<file path="config.mk">
export PLATFORM = sky130hd
export DESIGN_NAME = dual_issue_controller
export DESIGN_NICKNAME = d
export VERILOG_FILES = /design/src/rtl/riscv_pkg.sv /design/src/rtl/pair_hazard_check.sv /design/src/rtl/dual_issue_controller.sv
export SDC_FILE = /design/constraint.sdc
export NUM_CORES = 1
export LEC_CHECK = 0
export ABC_AREA = 1
export BUFFER_PORTS_ARGS = -buffer_cell sky130_fd_sc_hd__buf_2
export CORE_UTILIZATION = 35
export CTS_CLUSTER_DIAMETER = 30
export DETAILED_ROUTE_END_ITERATION = 10
export GPL_TIMING_DRIVEN = 0
export SYNTH_ARGS = -nofsm -noshare
export SYNTH_HDL_FRONTEND = slang
export SYNTH_HIERARCHICAL = 1
export SYNTH_SLANG_ARGS = --single-unit
</file>
<file path="constraint.sdc">
create_clock -name clk_i -period 5.15 [get_ports clk_i]
set_input_delay 1.545 -clock clk_i [delete_from_list [all_inputs] [get_ports clk_i]]
set_output_delay 1.545 -clock clk_i [all_outputs]
set_load 0.01 [all_outputs]
</file>
<file path="src/rtl/riscv_pkg.sv">
// Shared RISC-V core types: register-file sizing, ALU opcodes, issue FSM states and
// the per-slot register-usage record consumed by hazard checks.
package riscv_pkg;

  localparam int unsigned NUM_A_REGS   = 32;
  localparam int unsigned REG_IDX_SIZE = $clog2(NUM_A_REGS);

  typedef enum logic [3:0] {
    AluAdd,
    AluSub,
    AluAnd,
    AluOr,
    AluXor,
    AluSll,
    AluSrl,
    AluSra,
    AluSlt,
    AluSltu,
    AluLui
  } alu_op_t;

  typedef enum logic [0:0] {
    PAIR,
    HOLD1
  } issue_state_t;

  typedef struct packed {
    logic [REG_IDX_SIZE-1:0] rd;
    logic [REG_IDX_SIZE-1:0] rs1;
    logic [REG_IDX_SIZE-1:0] rs2;
    logic                    we;
    logic                    use_rs1;
    logic                    use_rs2;
  } slot_regs_t;

  // True when the slot actually reads register r through either source port.
  function automatic logic slot_reads(slot_regs_t s, logic [REG_IDX_SIZE-1:0] r);
    return (s.use_rs1 && (s.rs1 == r)) || (s.use_rs2 && (s.rs2 == r));
  endfunction

endpackage

</file>
<file path="src/rtl/pair_hazard_check.sv">
// Combinational check: does the younger slot depend on the older slot's destination
// (RAW through rs1/rs2, or WAW)? Writes to x0 never create a dependency.
module pair_hazard_check
  import riscv_pkg::*;
(
  input  slot_regs_t older_i,
  input  slot_regs_t younger_i,
  output logic       dep_o
);

  logic older_writes;
  logic raw;
  logic waw;

  always_comb begin
    older_writes = older_i.we && (older_i.rd != '0);
    raw          = slot_reads(younger_i, older_i.rd);
    waw          = younger_i.we && (younger_i.rd == older_i.rd);
    dep_o        = older_writes && (raw || waw);
  end

endmodule

</file>
<file path="src/rtl/dual_issue_controller.sv">
// Pair issue controller: issues the decoded pair together, or splits it over two
// cycles when slot 1 depends on slot 0, and counts issued instructions and splits.
module dual_issue_controller #(
  parameter int unsigned NUM_A_REGS = riscv_pkg::NUM_A_REGS,
  parameter int unsigned CNT_SIZE   = 32
) (
  input  logic                          clk_i,
  input  logic                          rst_ni,
  input  logic                          pair_valid_i,
  input  logic                          valid0_i,
  input  logic                          valid1_i,
  input  logic [$clog2(NUM_A_REGS)-1:0] rd0_i,
  input  logic [$clog2(NUM_A_REGS)-1:0] rs10_i,
  input  logic [$clog2(NUM_A_REGS)-1:0] rs20_i,
  input  logic                          we0_i,
  input  logic                          use_rs10_i,
  input  logic                          use_rs20_i,
  input  logic [$clog2(NUM_A_REGS)-1:0] rd1_i,
  input  logic [$clog2(NUM_A_REGS)-1:0] rs11_i,
  input  logic [$clog2(NUM_A_REGS)-1:0] rs21_i,
  input  logic                          we1_i,
  input  logic                          use_rs11_i,
  input  logic                          use_rs21_i,
  input  logic                          ex_ready_i,
  input  logic                          flush_i,
  output logic                          pair_ready_o,
  output logic                          lane0_valid_o,
  output logic                          lane0_sel_o,
  output logic                          lane1_valid_o,
  output logic [CNT_SIZE-1:0]           issue_cnt_o,
  output logic [CNT_SIZE-1:0]           split_cnt_o
);

  import riscv_pkg::slot_regs_t;
  import riscv_pkg::issue_state_t;
  import riscv_pkg::PAIR;
  import riscv_pkg::HOLD1;

  localparam int unsigned PkgIdxW = riscv_pkg::REG_IDX_SIZE;

  slot_regs_t   slot0;
  slot_regs_t   slot1;
  logic         dep;

  issue_state_t state_q, state_d;
  logic [CNT_SIZE-1:0] issue_cnt_q, issue_cnt_d;
  logic [CNT_SIZE-1:0] split_cnt_q, split_cnt_d;
  logic [1:0]          issue_inc;
  logic                split_inc;

  always_comb begin
    slot0.rd      = PkgIdxW'(rd0_i);
    slot0.rs1     = PkgIdxW'(rs10_i);
    slot0.rs2     = PkgIdxW'(rs20_i);
    slot0.we      = we0_i;
    slot0.use_rs1 = use_rs10_i;
    slot0.use_rs2 = use_rs20_i;
    slot1.rd      = PkgIdxW'(rd1_i);
    slot1.rs1     = PkgIdxW'(rs11_i);
    slot1.rs2     = PkgIdxW'(rs21_i);
    slot1.we      = we1_i;
    slot1.use_rs1 = use_rs11_i;
    slot1.use_rs2 = use_rs21_i;
  end

  pair_hazard_check u_hazard (
    .older_i   (slot0),
    .younger_i (slot1),
    .dep_o     (dep)
  );

  always_comb begin
    state_d       = state_q;
    issue_inc     = 2'd0;
    split_inc     = 1'b0;
    pair_ready_o  = 1'b0;
    lane0_valid_o = 1'b0;
    lane0_sel_o   = 1'b0;
    lane1_valid_o = 1'b0;

    // Outputs are held low for as long as reset is asserted.
    if (!rst_ni) begin
      state_d = PAIR;
    end else if (flush_i) begin
      pair_ready_o = 1'b1;
      state_d      = PAIR;
    end else if (ex_ready_i) begin
      unique case (state_q)
        PAIR: begin
          if (pair_valid_i) begin
            if (valid0_i && valid1_i) begin
              lane0_valid_o = 1'b1;
              if (dep) begin
                issue_inc = 2'd1;
                split_inc = 1'b1;
                state_d   = HOLD1;
              end else begin
                lane1_valid_o = 1'b1;
                pair_ready_o  = 1'b1;
                issue_inc     = 2'd2;
              end
            end else if (valid0_i || valid1_i) begin
              lane0_valid_o = 1'b1;
              lane0_sel_o   = valid1_i;
              pair_ready_o  = 1'b1;
              issue_inc     = 2'd1;
            end else begin
              pair_ready_o = 1'b1;
            end
          end
        end
        HOLD1: begin
          lane0_valid_o = 1'b1;
          lane0_sel_o   = 1'b1;
          pair_ready_o  = 1'b1;
          issue_inc     = 2'd1;
          state_d       = PAIR;
        end
        default: state_d = PAIR;
      endcase
    end

    issue_cnt_d = issue_cnt_q + CNT_SIZE'(issue_inc);
    split_cnt_d = split_cnt_q + CNT_SIZE'(split_inc);
  end

  always_ff @(posedge clk_i) begin
    if (!rst_ni) begin
      state_q     <= PAIR;
      issue_cnt_q <= '0;
      split_cnt_q <= '0;
    end else begin
      state_q     <= state_d;
      issue_cnt_q <= issue_cnt_d;
      split_cnt_q <= split_cnt_d;
    end
  end

  assign issue_cnt_o = issue_cnt_q;
  assign split_cnt_o = split_cnt_q;

endmodule

</file>
# Word-level counts from Yosys, hierarchy flattened
# Index checks and enable logic that the tools add are counted.
dict set report word_totals {
  wordCells 64
  input_bits 43
  output_inout_bits 68
  reg_bits 65
}
dict set report op_classes {
  n_bitwise 2
  n_mux 43
  n_eq_ne 3
  reduce_logical 11
  add_sub_neg 2
}
# op count
set op_table {}
lappend op_table {{adder 32 x 1 -> 32 bit} 1}
lappend op_table {{adder 32 x 2 -> 32 bit} 1}
lappend op_table {{2-to-1 mux 1 bit} 32}
lappend op_table {{== test 5 bit} 3}
lappend op_table {{2-to-1 mux 2 bit} 6}
lappend op_table {{one-hot mux 1 bit (2 select lines)} 4}
lappend op_table {{logical AND 1 bit} 6}
lappend op_table {{nonzero test 5 bit} 1}
lappend op_table {{one-hot mux 2 bit (2 select lines)} 1}
lappend op_table {{logical OR 1 bit} 3}
lappend op_table {{NOT 1 bit} 2}
lappend op_table {{OR reduction 2 bit} 1}

# Longest topological paths before layout
# Gate-level depths: netlist of run 1.
dict set report depth {
  ltp_word 13
  ltp_mapped 21
  mapped_depth_nobuf 21
}

# By module
# Netlist of run 1, hierarchy kept.
# module instances seq_area_each_um2 area_each_um2 cells_per_inst
set modules_own_cells {}
lappend modules_own_cells {dual_issue_controller 1 1301.2 3601.0 555}
lappend modules_own_cells {pair_hazard_check 1 0.0 324.1 82}

# Worst setup path after synthesis of run 1
# Ideal clock, no wire load.
dict set report synth_path {
  path_kind {in2out}
  startpoint {input port rd0_i[2]}
  endpoint {output port lane1_valid_o}
  t_arrival_ns 2.728
  slack_ns 0.877
  required_ns 3.605
  path_stages 9
  path_buffers 0
  cell_sequence {inv_1 nand2_1 nand2_1 nor2_2 nand3_1 nand3_1 nand2_1 inv_1 nor4_1}
}
dict set report synth_via {
  elab_chain_len 12
  word_cells_on_any_way 18
  classes_between {eq/ne (3); mux (7); reduce/logical (8)}
}
# item line_no
set synth_lines {}
lappend synth_lines {{start, declared} dual_issue_controller.sv:12} ;# input logic [$clog2(NUM_A_REGS)-1:0] rd0_i,
lappend synth_lines {{== test 5 bit} riscv_pkg.sv:38} ;# return (s.use_rs1 && (s.rs1 == r)) || (s.use_rs2 && (s.rs2 == r));
lappend synth_lines {{logical AND 1 bit} riscv_pkg.sv:38}
lappend synth_lines {{logical OR 1 bit} riscv_pkg.sv:38}
lappend synth_lines {{logical OR 1 bit} pair_hazard_check.sv:19} ;# dep_o = older_writes && (raw || waw);
lappend synth_lines {{logical AND 1 bit *} pair_hazard_check.sv:19}
lappend synth_lines {{net dep} dual_issue_controller.sv:43} ;# logic dep;
lappend synth_lines {{2-to-1 mux 1 bit *} dual_issue_controller.sv:93} ;# if (dep) begin
lappend synth_lines {{2-to-1 mux 1 bit *} dual_issue_controller.sv:91} ;# if (valid0_i && valid1_i) begin
lappend synth_lines {{2-to-1 mux 1 bit *} dual_issue_controller.sv:90} ;# if (pair_valid_i) begin
lappend synth_lines {{2-to-1 mux 1 bit *} dual_issue_controller.sv:88} ;# unique case (state_q)
lappend synth_lines {{2-to-1 mux 1 bit *} dual_issue_controller.sv:87} ;# end else if (ex_ready_i) begin
lappend synth_lines {{2-to-1 mux 1 bit *} dual_issue_controller.sv:84} ;# end else if (flush_i) begin
lappend synth_lines {{2-to-1 mux 1 bit *} dual_issue_controller.sv:82} ;# if (!rst_ni) begin
lappend synth_lines {{end, declared} dual_issue_controller.sv:29} ;# output logic lane1_valid_o,
# The timed path passes the listed nets; every way through them passes the cells marked *.

# Worst setup path after layout of run 1
# Same ends and word-level chain as after synthesis.

==> results of run 1 <==
metal layers:
layer  global-route usage (%)  share of wire (%)  routed length (microns)
met1                    24.21                 47                     5074
met2                    34.16                 47                     5050
met3                    5.751                5.0                      537
met4                    4.403                1.1                      115
met5                        0                  0                        0
final cells by class:
| class | count | area, sq um |
|---|---|---|
| fill | 1193 | 6115 |
| multi-input combinational | 483 | 2280 |
| sequential | 65 | 1301 |
| timing repair buffer | 98 | 490.5 |
| inverter | 83 | 311.5 |
| tap | 140 | 175.2 |
| clock buffer | 10 | 137.6 |
| clock inverter | 4 | 45.04 |
| buffer | 6 | 32.53 |
placed cells by master (no fill, tap or decap), types with 2 or more instances in the layout:
cell type / Yosys / routed
inv_1: 75 / 75
nor3_1: 8 / 8
clkbuf_8: 1 / 11
clkinv_2: 0 / 3
nor2_4: 9 / 9
nand3_1: 31 / 31
nand4_1: 3 / 3
nand3_2: 2 / 2
dfxtp_1: 65 / 65
and2_1: 2 / 2
nor2_2: 17 / 17
nand2_2: 11 / 11
nor2_1: 109 / 109
o21ai_0: 13 / 13
clkbuf_1: 5 / 5
inv_2: 8 / 8
a21oi_1: 43 / 43
nand2_4: 2 / 2
ha_1: 4 / 4
nor2_8: 2 / 2
xor2_1: 5 / 5
buf_2: 0 / 98
xnor2_1: 4 / 4
nand2_1: 206 / 206
o21a_1: 4 / 4
how the worst max path moves through the flow:
| stage | from | end | slack (ns) | cells past startpoint |
|---|---|---|---|---|
| 5_1_grt | rd0_i[2] | lane1_valid_o | 0.27 | 9 |
| 6_report | rd0_i[2] | lane1_valid_o | 0.48 | 9 |
| 2_1_floorplan | rd0_i[2] | lane1_valid_o | 0.88 | 9 |
| 3_5_place_dp | rd0_i[2] | lane1_valid_o | 0.46 | 9 |
| 3_3_place_gp | rd0_i[2] | lane1_valid_o | 0.50 | 9 |
| 4_1_cts | rd0_i[2] | lane1_valid_o | 0.45 | 9 |
registers in the layout, indices dropped and copies added (netlist names):
register,flops
state_q,1
issue_cnt_o,32
split_cnt_o,32
critical path, delay by kind of cell:
family          cells  cell delay [ns]
compound gates      1             0.18
buf+inv             5             0.60
simple gates        3             0.80
Yosys cell counts (2+ instances only):
cell type    n
nand3_2      2
o21ai_0     13
nor2_4       9
inv_2        8
nand2_4      2
nor2_2      17
xor2_1       5
xnor2_1      4
clkbuf_1     5
ha_1         4
a21oi_1     43
nand2_2     11
nand2_1    206
o21a_1       4
inv_1       75
nor2_1     109
nand3_1     31
nor2_8       2
nor3_1       8
nand4_1      3
dfxtp_1     65
and2_1       2
logic make-up after synthesis:
family                   share of synthesized area (%)
AND/OR/NAND/NOR                                  45.68
flip-flops                                       33.15
adder cells (fa/ha/maj)                          1.785
XOR/XNOR                                         2.008
buffers and inverters                            8.766
AO/OA/AOI/OAI                                    8.607
power by group through the flow:
stage	sequential (mW)	clock [mW]	combinational (mW)
after floorplan	0.515	0	0.0323
after global placement	0.515	0	0.0579
after detailed placement	0.515	0	0.0597
after CTS	0.503	0.440	0.0599
after global routing	0.503	0.463	0.0685
final	0.503	0.427	0.0592
metrics by stage:
| step | utilization (%) | hold WS [ns] |
|---|---|---|
| floorplan | - | 0.4946 |
| global placement | 42.16 | 0.4614 |
| detailed placement | 42.16 | 0.4782 |
| CTS | 43.84 | 0.4892 |
| global route | 43.84 | 0.5165 |
| finish | 43.84 | 0.4828 |
==> flow_summary.yaml, run 1 <==
clock_tree:
  cts_inserted_buffers: 9
  cts_resized: 0
  cts.path.max_buffers: 2
  h-tree-depth: 3
  root_buffer: "clkbuf_8"
  cts_sinks: 65
  cts.hold.buffers_added: 0
  clkTransAtPathRegs_ns: 0.07
  clock_latency_ns: 0.36
  post_cts_buffers: 0
  cts_tree: "built"
synthesis:
  netlist.area_leader.share_pct: 33.15
  syn_area_per_cell_sq_um: 6.162
  synth_edf_count: 0
  yosysTopAreaCell: "dfxtp_1"
  async_flop_share_pct: 0
  ys_warn_count: 6
  ys_seq_area_share_pct: 33.15
  syn_inst: 637
  yosysUniqueCellTypes: 31
  synth.net_count: 685
  synth_ff_type: "dfxtp_1"
  synth.top_cells.by_area: "dfxtp_1 (33%), nand2_1 (20%), nor2_1 (10%)"
  synth_area_sq_um: 3925
  synth-seq-cells: 65
min_path:
  hold_class: "reg -> reg"
  min_to: "split_cnt_o[31]"
  hold_depth: 2
  min_from: "split_cnt_o[31]"
setup_path:
  worst_setup_path_end_kind: "output port"
  crit_arrival_ns: 3.12
  path_max_fanout: 5
  cp_slowest_cell: "nor4_1"
  slowest_delay_ns: 0.64
  worstPathCellList: "buf_2, inv_1, nand4_1, o21ai_0, inv_1, nand2_1, inv_1, nor4_1, buf_2"
  required_ns: 3.61
  path_class: "in -> out"
  reg2regPathDepth: 9
  rrSetupSlack_ns: 2.95
  cpMostUsedCell: "inv_1"
  start_kind: "input pin"
  regToRegStartpoint: "state_q"
  r2r-end: "issue_cnt_o[28]"
sta:
  setup_slack_ns: 0.4802
  max_freq_ghz: 0.2141
  finClkSkew_ns: 0.01594
  drv_slew: 0
  rsz0062_at_grt: "false"
  period_share_pct: 90.68
  maxSlewHeadroom_pct: 51.40
  finalHoldViolations: 0
  worst_pin_slew_ns: 0.7223
  post-route-min-period_ns: 4.670
  setup_tns_ns: 0
  setup_viol: 0
power:
  power_switching_mw: 0.2349
  power.share.sequential_pct: 50.9
  ir_drop_uv: 144.8
  combinationalPowerShare_pct: 6.0
  switching_share_pct: 23.76
  clkPwrFrac_pct: 43.1
  intPower_mw: 0.7539
  powerDensity_nw_per_um2: 207.1
  design_power_total_mw: 0.9888
  leakage_nw: 2.144
route:
  vias: 4115
  vias_per_cell: 4.629
  drt_wl_total_mm: 10.78
  drt.antenna.violating_nets: 0
  drtPass1Iterations: 4
  drt-wirelength-per-cell_microns: 12.12
  drc: 0
  drt_iter0_markers: 189
die:
  core_sq_um: 10890
  die_y_microns: 107.9
  io_pins: 111
  initial_core_util_pct: 36.05
  die_x_microns: 107.9
  rows: 38
  fp.dieArea_sq_um: 11640
placed_design:
  io_buffers: 98
  place_area_sq_um: 4591
  dp_cells: 875
  hpwl_mm: 8.545
  place_congestion: 0.8813
  place_ws_ns: 0.4607
cells_and_area:
  antenna_cells: 0
  layout-drive-gt1-share_pct: 22.03
  layout.nets: 794
  fin_cells: 889
  final_area_sq_um: 4773
  areaGrowthSynthToFinish_pct: 21.61
global_route:
  track_usage_pct: 19.82
  grt_max_degree: 11
  grt_pass1_wl_mm: 17.92
  antenna_found_initial: 0
  grt_pass1_vias: 3862
  grt_overflow: 0
status:
  status: "completed"
job:
  cap_violations: 0
Note: power is estimated with default switching activity, not from simulation.
==> run 2: changes to the inputs <==
- MAX_ROUTING_LAYER: unset -> met4
==> flow_summary.yaml, run 2 (synthesis gave the netlist of run 1 again) <==
status:
  status: "completed"
setup_path:
  reg2regPathDepth: 9
  rrSetupSlack_ns: 2.94
  start_kind: "input pin"
  path_max_fanout: 5
  cpMostUsedCell: "inv_1"
  slowest_delay_ns: 0.64
  worstPathCellList: "buf_2, inv_1, nand4_1, o21ai_0, inv_1, nand2_1, inv_1, nor4_1, buf_2"
  crit_start: "rd0_i[2]"
  path_class: "in -> out"
  regToRegStartpoint: "state_q"
  required_ns: 3.61
  path_buf_inv: 5
  cp_top_family: "simple AND/OR/NAND/NOR gates"
  crit_arrival_ns: 3.13
  worst_setup_path_end_kind: "output port"
  r2r-end: "issue_cnt_o[28]"
  cp_slowest_cell: "nor4_1"
cells_and_area:
  antenna_cells: 0
  layout_common_cells: "nand2_1 (206), nor2_1 (109), buf_2 (98)"
  final_area_sq_um: 4773
  final_common_cell: "nand2_1"
  fin_cells: 889
  areaGrowthSynthToFinish_pct: 21.61
  layout-drive-gt1-share_pct: 22.03
  fin_util_pct: 43.84
  layout.nets: 794
  fill_cells: 1193
clock_tree:
  cts_tree: "built"
  cts_inserted_buffers: 9
  cts.hold.buffers_added: 0
  post_cts_buffers: 0
  root_buffer: "clkbuf_8"
  cts_resized: 0
  h-tree-depth: 3
  cts.path.max_buffers: 2
  clkTransAtPathRegs_ns: 0.07
  cts_sinks: 65
  clock_latency_ns: 0.35
die:
  die_y_microns: 107.9
  rows: 38
  io_pins: 111
  die_x_microns: 107.9
  fp.dieArea_sq_um: 11640
  core_sq_um: 10890
  initial_core_util_pct: 36.05
sta:
  max_freq_ghz: 0.2141
  hold_ws_ns: 0.4825
  maxSlewHeadroom_pct: 51.40
  setup_tns_ns: 0
  rsz0062_at_grt: "false"
  post-route-min-period_ns: 4.670
  period_share_pct: 90.68
  setup_viol: 0
  worst_pin_slew_ns: 0.7223
  finalHoldViolations: 0
  setup_slack_ns: 0.4799
  finClkSkew_ns: 0.01534
  drv_slew: 0
power:
  combinationalPowerShare_pct: 6.0
  power_switching_mw: 0.2327
  leakage_nw: 2.144
  intPower_mw: 0.7539
  design_power_total_mw: 0.9866
  clkPwrFrac_pct: 43.0
  power.share.sequential_pct: 51.0
  switching_share_pct: 23.59
  ir_drop_uv: 144.0
  powerDensity_nw_per_um2: 206.7
min_path:
  hold_depth: 2
  hold_class: "reg -> reg"
  min_to: "split_cnt_o[31]"
  min_from: "split_cnt_o[31]"
global_route:
  grt_max_degree: 11
  grt_overflow: 0
  grt_pass1_wl_mm: 17.94
  grt_pass1_vias: 3861
  antenna_found_initial: 0
  track_usage_pct: 20.33
placed_design:
  place_congestion: 0.8960
  dp_cells: 875
  place_ws_ns: 0.4607
  place_area_sq_um: 4591
  hpwl_mm: 8.545
  io_buffers: 98
route:
  drt.antenna.violating_nets: 0
  drt-wirelength-per-cell_microns: 12.11
  drt_wl_total_mm: 10.77
  drt_iter0_markers: 180
  vias: 4117
  drtPass1Iterations: 4
  drc: 0
  vias_per_cell: 4.631
job:
  cap_violations: 0
==> run 2: cell counts in the layout (fill, tap and decap cells not counted) <==
Identical to the previous run, type by type.
==> run 2: worst reg2reg max path, stage by stage, from the launching register on <==
cell     delay (ns)
dfxtp_1        0.34
nor4_1         0.66
fa_1           0.34
nand2_2        0.09
nor2_4         0.19
inv_1          0.06
nor2_1         0.19
nand2_1        0.09
nand2_1        0.06
a21oi_1        0.05
==> run 2: power by group through the flow <==
| stage | clock network, mW | registers, mW | logic [mW] |
|---|---|---|---|
| 4_1_cts | 0.440 | 0.503 | 0.0599 |
| 3_5_place_dp | 0 | 0.515 | 0.0597 |
| 3_3_place_gp | 0 | 0.515 | 0.0579 |
| 5_1_grt | 0.461 | 0.503 | 0.0685 |
| 6_report | 0.424 | 0.503 | 0.0592 |
| 2_1_floorplan | 0 | 0.515 | 0.0323 |
==> run 2: worst max-delay path by stage <==
stage                                to  slack [ns]  depth (start not counted)
after floorplan           lane1_valid_o        0.88                          9
after global placement    lane1_valid_o        0.50                          9
after detailed placement  lane1_valid_o        0.46                          9
after CTS                 lane1_valid_o        0.45                          9
after global routing      lane1_valid_o        0.27                          9
final                     lane1_valid_o        0.48                          9
==> run 2: area by class of cell <==
class                   count  area [sq um]  share of cell area (%)
clock inverters             4         45.04                  0.9436
multi-input cells         483          2280                   47.76
well taps                 140         175.2                   3.670
clock buffers              10         137.6                   2.883
flip-flops and latches     65          1301                   27.26
repair buffers             98         490.5                   10.28
plain buffers               6         32.53                  0.6815
inverters                  83         311.5                   6.527
==> run 2: metal layers <==
| metal | share of wire, % | vias up | routed length, microns | track usage [%] |
|---|---|---|---|---|
| li1 | - | 2194 | - | - |
| met1 | 48 | 1835 | 5191 | 24.43 |
| met2 | 47 | 79 | 5017 | 34.07 |
| met3 | 4.0 | 9 | 427 | 5.145 |
| met4 | 1.2 | 0 | 129 | 4.697 |
| met5 | 0 | - | 0 | - |
